--- src/rtl/fetch_unit.sv ---
// Instruction-fetch stage: owns the PC, issues single outstanding word requests
// to instruction memory, and drives the F/D register with redirect and stall handling.
module fetch_unit #(
  parameter int                 IMEM_AW  = 32,
  parameter logic [IMEM_AW-1:0] START_PC = 32'h8002_0000
) (
  input  logic               clock,
  input  logic               reset_n,
  input  logic               stall,
  input  logic               do_branch,
  input  logic [IMEM_AW-1:0] pc_effective,
  output logic               imem_req,
  output logic [IMEM_AW-1:0] imem_addr,
  input  logic [31:0]        imem_rdata,
  input  logic               imem_valid,
  output logic [IMEM_AW-1:0] pc,
  output logic [31:0]        insn_out,
  output logic [IMEM_AW-1:0] pc_out,
  output logic               insn_valid
);

  typedef enum logic [1:0] {S_ISSUE, S_WAIT, S_HOLD, S_DROP} state_t;

  state_t             state, state_nxt;
  logic [IMEM_AW-1:0] pc_nxt, pc_out_nxt, hold_pc, hold_pc_nxt;
  logic [31:0]        insn_nxt, hold_insn, hold_insn_nxt;
  logic               vld_nxt;

  // Gated by reset so no strobe leaks out while the block is held in reset.
  assign imem_req  = (state == S_ISSUE) & ~do_branch & reset_n;
  assign imem_addr = pc;

  always_comb begin
    state_nxt     = state;
    pc_nxt        = pc;
    insn_nxt      = insn_out;
    pc_out_nxt    = pc_out;
    vld_nxt       = stall ? insn_valid : 1'b0;
    hold_insn_nxt = hold_insn;
    hold_pc_nxt   = hold_pc;

    if (do_branch) begin
      // Redirect: a stale in-flight response must still be absorbed before reissuing.
      pc_nxt        = pc_effective;
      hold_insn_nxt = '0;
      hold_pc_nxt   = '0;
      unique case (state)
        S_ISSUE: state_nxt = S_ISSUE;
        S_WAIT:  state_nxt = imem_valid ? S_ISSUE : S_DROP;
        S_HOLD:  state_nxt = S_ISSUE;
        S_DROP:  state_nxt = imem_valid ? S_ISSUE : S_DROP;
        default: state_nxt = S_ISSUE;
      endcase
    end else begin
      unique case (state)
        S_ISSUE: state_nxt = S_WAIT;
        S_WAIT: begin
          if (imem_valid) begin
            pc_nxt = pc + IMEM_AW'(4);
            if (!stall) begin
              insn_nxt   = imem_rdata;
              pc_out_nxt = pc;
              vld_nxt    = 1'b1;
              state_nxt  = S_ISSUE;
            end else begin
              hold_insn_nxt = imem_rdata;
              hold_pc_nxt   = pc;
              state_nxt     = S_HOLD;
            end
          end
        end
        S_HOLD: begin
          if (!stall) begin
            insn_nxt   = hold_insn;
            pc_out_nxt = hold_pc;
            vld_nxt    = 1'b1;
            state_nxt  = S_ISSUE;
          end
        end
        S_DROP:  if (imem_valid) state_nxt = S_ISSUE;
        default: state_nxt = S_ISSUE;
      endcase
    end
  end

  always_ff @(posedge clock or negedge reset_n) begin
    if (!reset_n) begin
      state      <= S_ISSUE;
      pc         <= START_PC;
      insn_out   <= '0;
      pc_out     <= '0;
      insn_valid <= 1'b0;
      hold_insn  <= '0;
      hold_pc    <= '0;
    end else begin
      state      <= state_nxt;
      pc         <= pc_nxt;
      insn_out   <= insn_nxt;
      pc_out     <= pc_out_nxt;
      insn_valid <= vld_nxt;
      hold_insn  <= hold_insn_nxt;
      hold_pc    <= hold_pc_nxt;
    end
  end

endmodule

--- config.mk ---
export PLATFORM = sky130hd
export DESIGN_NAME = fetch_unit
export DESIGN_NICKNAME = d
export VERILOG_FILES = /design/src/rtl/fetch_unit.sv
export SDC_FILE = /design/constraint.sdc
export NUM_CORES = 1
export LEC_CHECK = 0
export CORE_AREA = 10 10 183 99
export CTS_BUF_LIST = sky130_fd_sc_hd__clkbuf_4
export DETAILED_ROUTE_END_ITERATION = 8
export DIE_AREA = 0 0 193 109
export GPL_TIMING_DRIVEN = 1
export MAX_ROUTING_LAYER = met4
export PLACE_DENSITY = 0.82
export SLEW_MARGIN = 10
export SYNTH_ARGS = -nofsm -noshare
export SYNTH_HDL_FRONTEND = slang
export SYNTH_SLANG_ARGS = --single-unit
--- constraint.sdc ---
create_clock -name clock -period 2.2 [get_ports clock]
set_input_delay 0.33 -clock clock [delete_from_list [all_inputs] [get_ports clock]]
set_output_delay 0.33 -clock clock [all_outputs]
set_load 0.02 [all_outputs]
==> results by group <==
Outcome
  • Run status: completed

Clock tree
  • Clock buffer depth: 2
  • CTS buffer count: 17
  • Clock transition at the registers of the reported paths: 150 ps
  • Root buf cell: clkbuf_4
  • Clock Latency Late Sink: 550 ps
  • CTS tree: done
  • # Post-CTS Setup Buffers: 0
  • Clock Sinks: 163
  • H-tree Lvls: 4

Timing
  • Layout Skew: 21.3 ps
  • Minimum clock period: 2110 ps
  • Worst-Margin Slew: 839 ps
  • Final hold violations: 0
  • Final setup viols: 0
  • Fmax achieved: 473 MHz
  • Final worst-path cycle share: 0.960
  • Fin. max-slew vios: 0
  • Slew Limit Headroom: 0.441
  • RSZ-0062 raised after global routing: false

Yosys
  • Synth Area in XOR/XNOR: 0.0343
  • Post-synth top area cell: dfrtp_1
  • Commonest cells in the netlist: 161 x dfrtp_1, 105 x nand2_1, 91 x o21ai_0
  • Synth Flop Type: dfrtp_1
  • Cell with the most instances after synthesis: dfrtp_1
  • Synth unique cells: 41
  • Sequential share of the synthesized area: 0.552
  • Avg Cell Area, Syn: 10.9 um2
  • Post-synthesis instance area: 7400 um2
  • Synth top area share: 0.545
  • Ranking of synthesized cells by area: dfrtp_1 54%, mux2i_1 8.8%, a22o_1 7.6%
  • Synth Instances: 677
  • Largest family of logic cells by synthesized area: compound AO/OA/AOI/OAI gates
  • Synth Area in Compound Gates: 0.148
  • Ys async rst share: 1.00
  • Syn. warnings: 0
  • Post-Synth Adder-Cell Area: 0.00846
  • Mapped Nets: 751
  • Synth Area in Simple Gates: 0.103
  • Synth Register Bits: 163
  • Post-synth EDFFs: 0
  • Multiplexer share of the synthesized area: 0.0925

Worst hold path
  • Worst hold stages: 3
  • Worst min path class: in2reg

Detailed routing
  • DRC: 0
  • Vias: 5896
  • Initial drt markers: 638
  • Drt first pass iters: 6
  • Total wire length: 21400 um
  • Via density: 5.57
  • WL/cell: 20.2 um
  • Final ANT Viol Nets: 0

Power
  • Leakage: 4.20 nW
  • Pwr dens: 993 nW/um2
  • Maximum vdd drop: 0.000454 V

Final layout
  • Filler cell count: 1175
  • Nets: 914
  • Proportion of layout cells with a drive suffix above 1: 0.101
  • Synth-to-Final Area Change: 32.7%
  • Final core occ: 0.654
  • Non-Filler Instances: 1058

Critical path
  • CP arrival: 1780 ps
  • Largest fanout on the critical path: 6
  • Setup CP Type: reg2out
  • Worst path max stage delay: 650 ps
  • Crit path launch type: flip-flop
  • R2R cell count: 8
  • CP required: 1870 ps
  • Worst path cell trace: buf_4, clkdlybuf4s50_1
  • Slowest CP cell: clkdlybuf4s50_1
  • Worst Setup End Kind: output pin

Floorplanning
  • Die Area: 21000 um2
  • Chip height: 109 um
  • Row cnt: 32
  • Initial Util: 0.493
  • Top-Level Pins: 199
  • Core area: 15000 um2
  • Die width: 193 um

Global route
  • Largest net degree at the start of global routing: 164
  • Initial antenna violation count: 0
  • First-pass GRT wire length: 33900 um
  • Tot GR Track Use: 0.209
  • Overflow after GRT: 0
  • Vias in the first global route: 6208

Place
  • Placed cell count: 1024
  • DP HPWL: 15300 um
  • Placer Congestion: 0.866
  • IO buf count: 198

Flow run
  • Number of max-cap violations: 0
-- final timing paths --
path,start,to,slack [ps]
max in group asynchronous,reset_n,imem_addr[27]$_DFFE_PN0P_,1010
max reg2reg,state[1]$_DFFE_PN0P_,imem_addr[25]$_DFFE_PN0P_,110
min reg2reg,pc_out[17]$_DFFE_PN0P_,pc_out[17]$_DFFE_PN0P_,500
min,do_branch,imem_addr[2]$_DFFE_PN0P_,270
max,imem_addr[4]$_DFFE_PN0P_,imem_addr[4],90
min in group asynchronous,reset_n,pc_out[2]$_DFFE_PN0P_,520
-- cells in the final DEF, fill, tap and decap left out, types with 10 or more instances in the layout --
cell type	Yosys	layout
a22o_1	64	64
buf_4	32	17
clkbuf_4	0	17
clkdlybuf4s50_1	0	189
dfrtp_1	161	152
mux2i_1	65	65
nand2_1	105	105
nand3_1	10	10
o21ai_0	91	90
xnor2_1	11	11
xor2_1	18	18
-- report_power, final --
part / total [mW] / switching [mW] / internal [mW]
Clock: 1.64 / 1.16 / 0.481
Sequential: 4.19 / 0.510 / 3.68
Combinational: 3.92 / 2.10 / 1.82
Total: 9.75 / 3.76 / 5.98
-- flip-flops by register name, indices dropped and copies added (netlist names) --
register / cells
hold_insn: 32
state: 2
pc_out: 32
imem_addr: 32
hold_pc: 32
insn_out: 32
insn_valid: 1
-- worst max-delay path, delay by kind of cell (launching register included) --
kind	cells	cell delay, ps
DFF	1	420
buffers and inverters	2	820
-- logic make-up after synthesis --
kind of cell	count (synthesis)
and+or+nand+nor	160
muxes	68
buffers and inverters	84
AOI/OAI and AO/OA	168
DFF	163
xor gates and xnor gates	29
adders and majority gates	5
-- timing repair --
action                     CTS  global route
setup endpoints to repair    1            24
hold buffers                 1             0
hold endpoints to repair   159             0
resized for setup            1            15
-- layer usage --
metal  routed length, um  up-vias  track usage
met5                   0        -            -
met1                9780     2930        0.283
met4                 157        0       0.0377
met3                2030       20       0.0634
li1                    -     2692            -
met2                9390      254        0.309
-- through the flow --
stage	area [um2]	hold slack [ps]	total power, mW	setup TNS, ps	worst slack (ps)
global route	9810	238	10.3	0	0.818
CTS	9780	225	9.84	0	4.46
detailed placement	9530	470	8.20	-70.4	-51.3
finish	9820	267	9.75	0	87.3
floorplan	7400	34.4	6.13	0	237
global placement	9530	462	8.05	0	5.95
-- final cells by class --
class                           count  area [um2]  area share
Antenna cell                        1        2.50    0.000255
Clock buffer                       17         128      0.0130
Clock inverter                     15         123      0.0125
Inverter                            4        15.0     0.00153
Multi-Input combinational cell    430        2900       0.296
Sequential cell                   163        4090       0.417
Tap cell                          204         255      0.0260
Timing Repair Buffer              224        2300       0.234
Power figures use the tool's default switching activity.
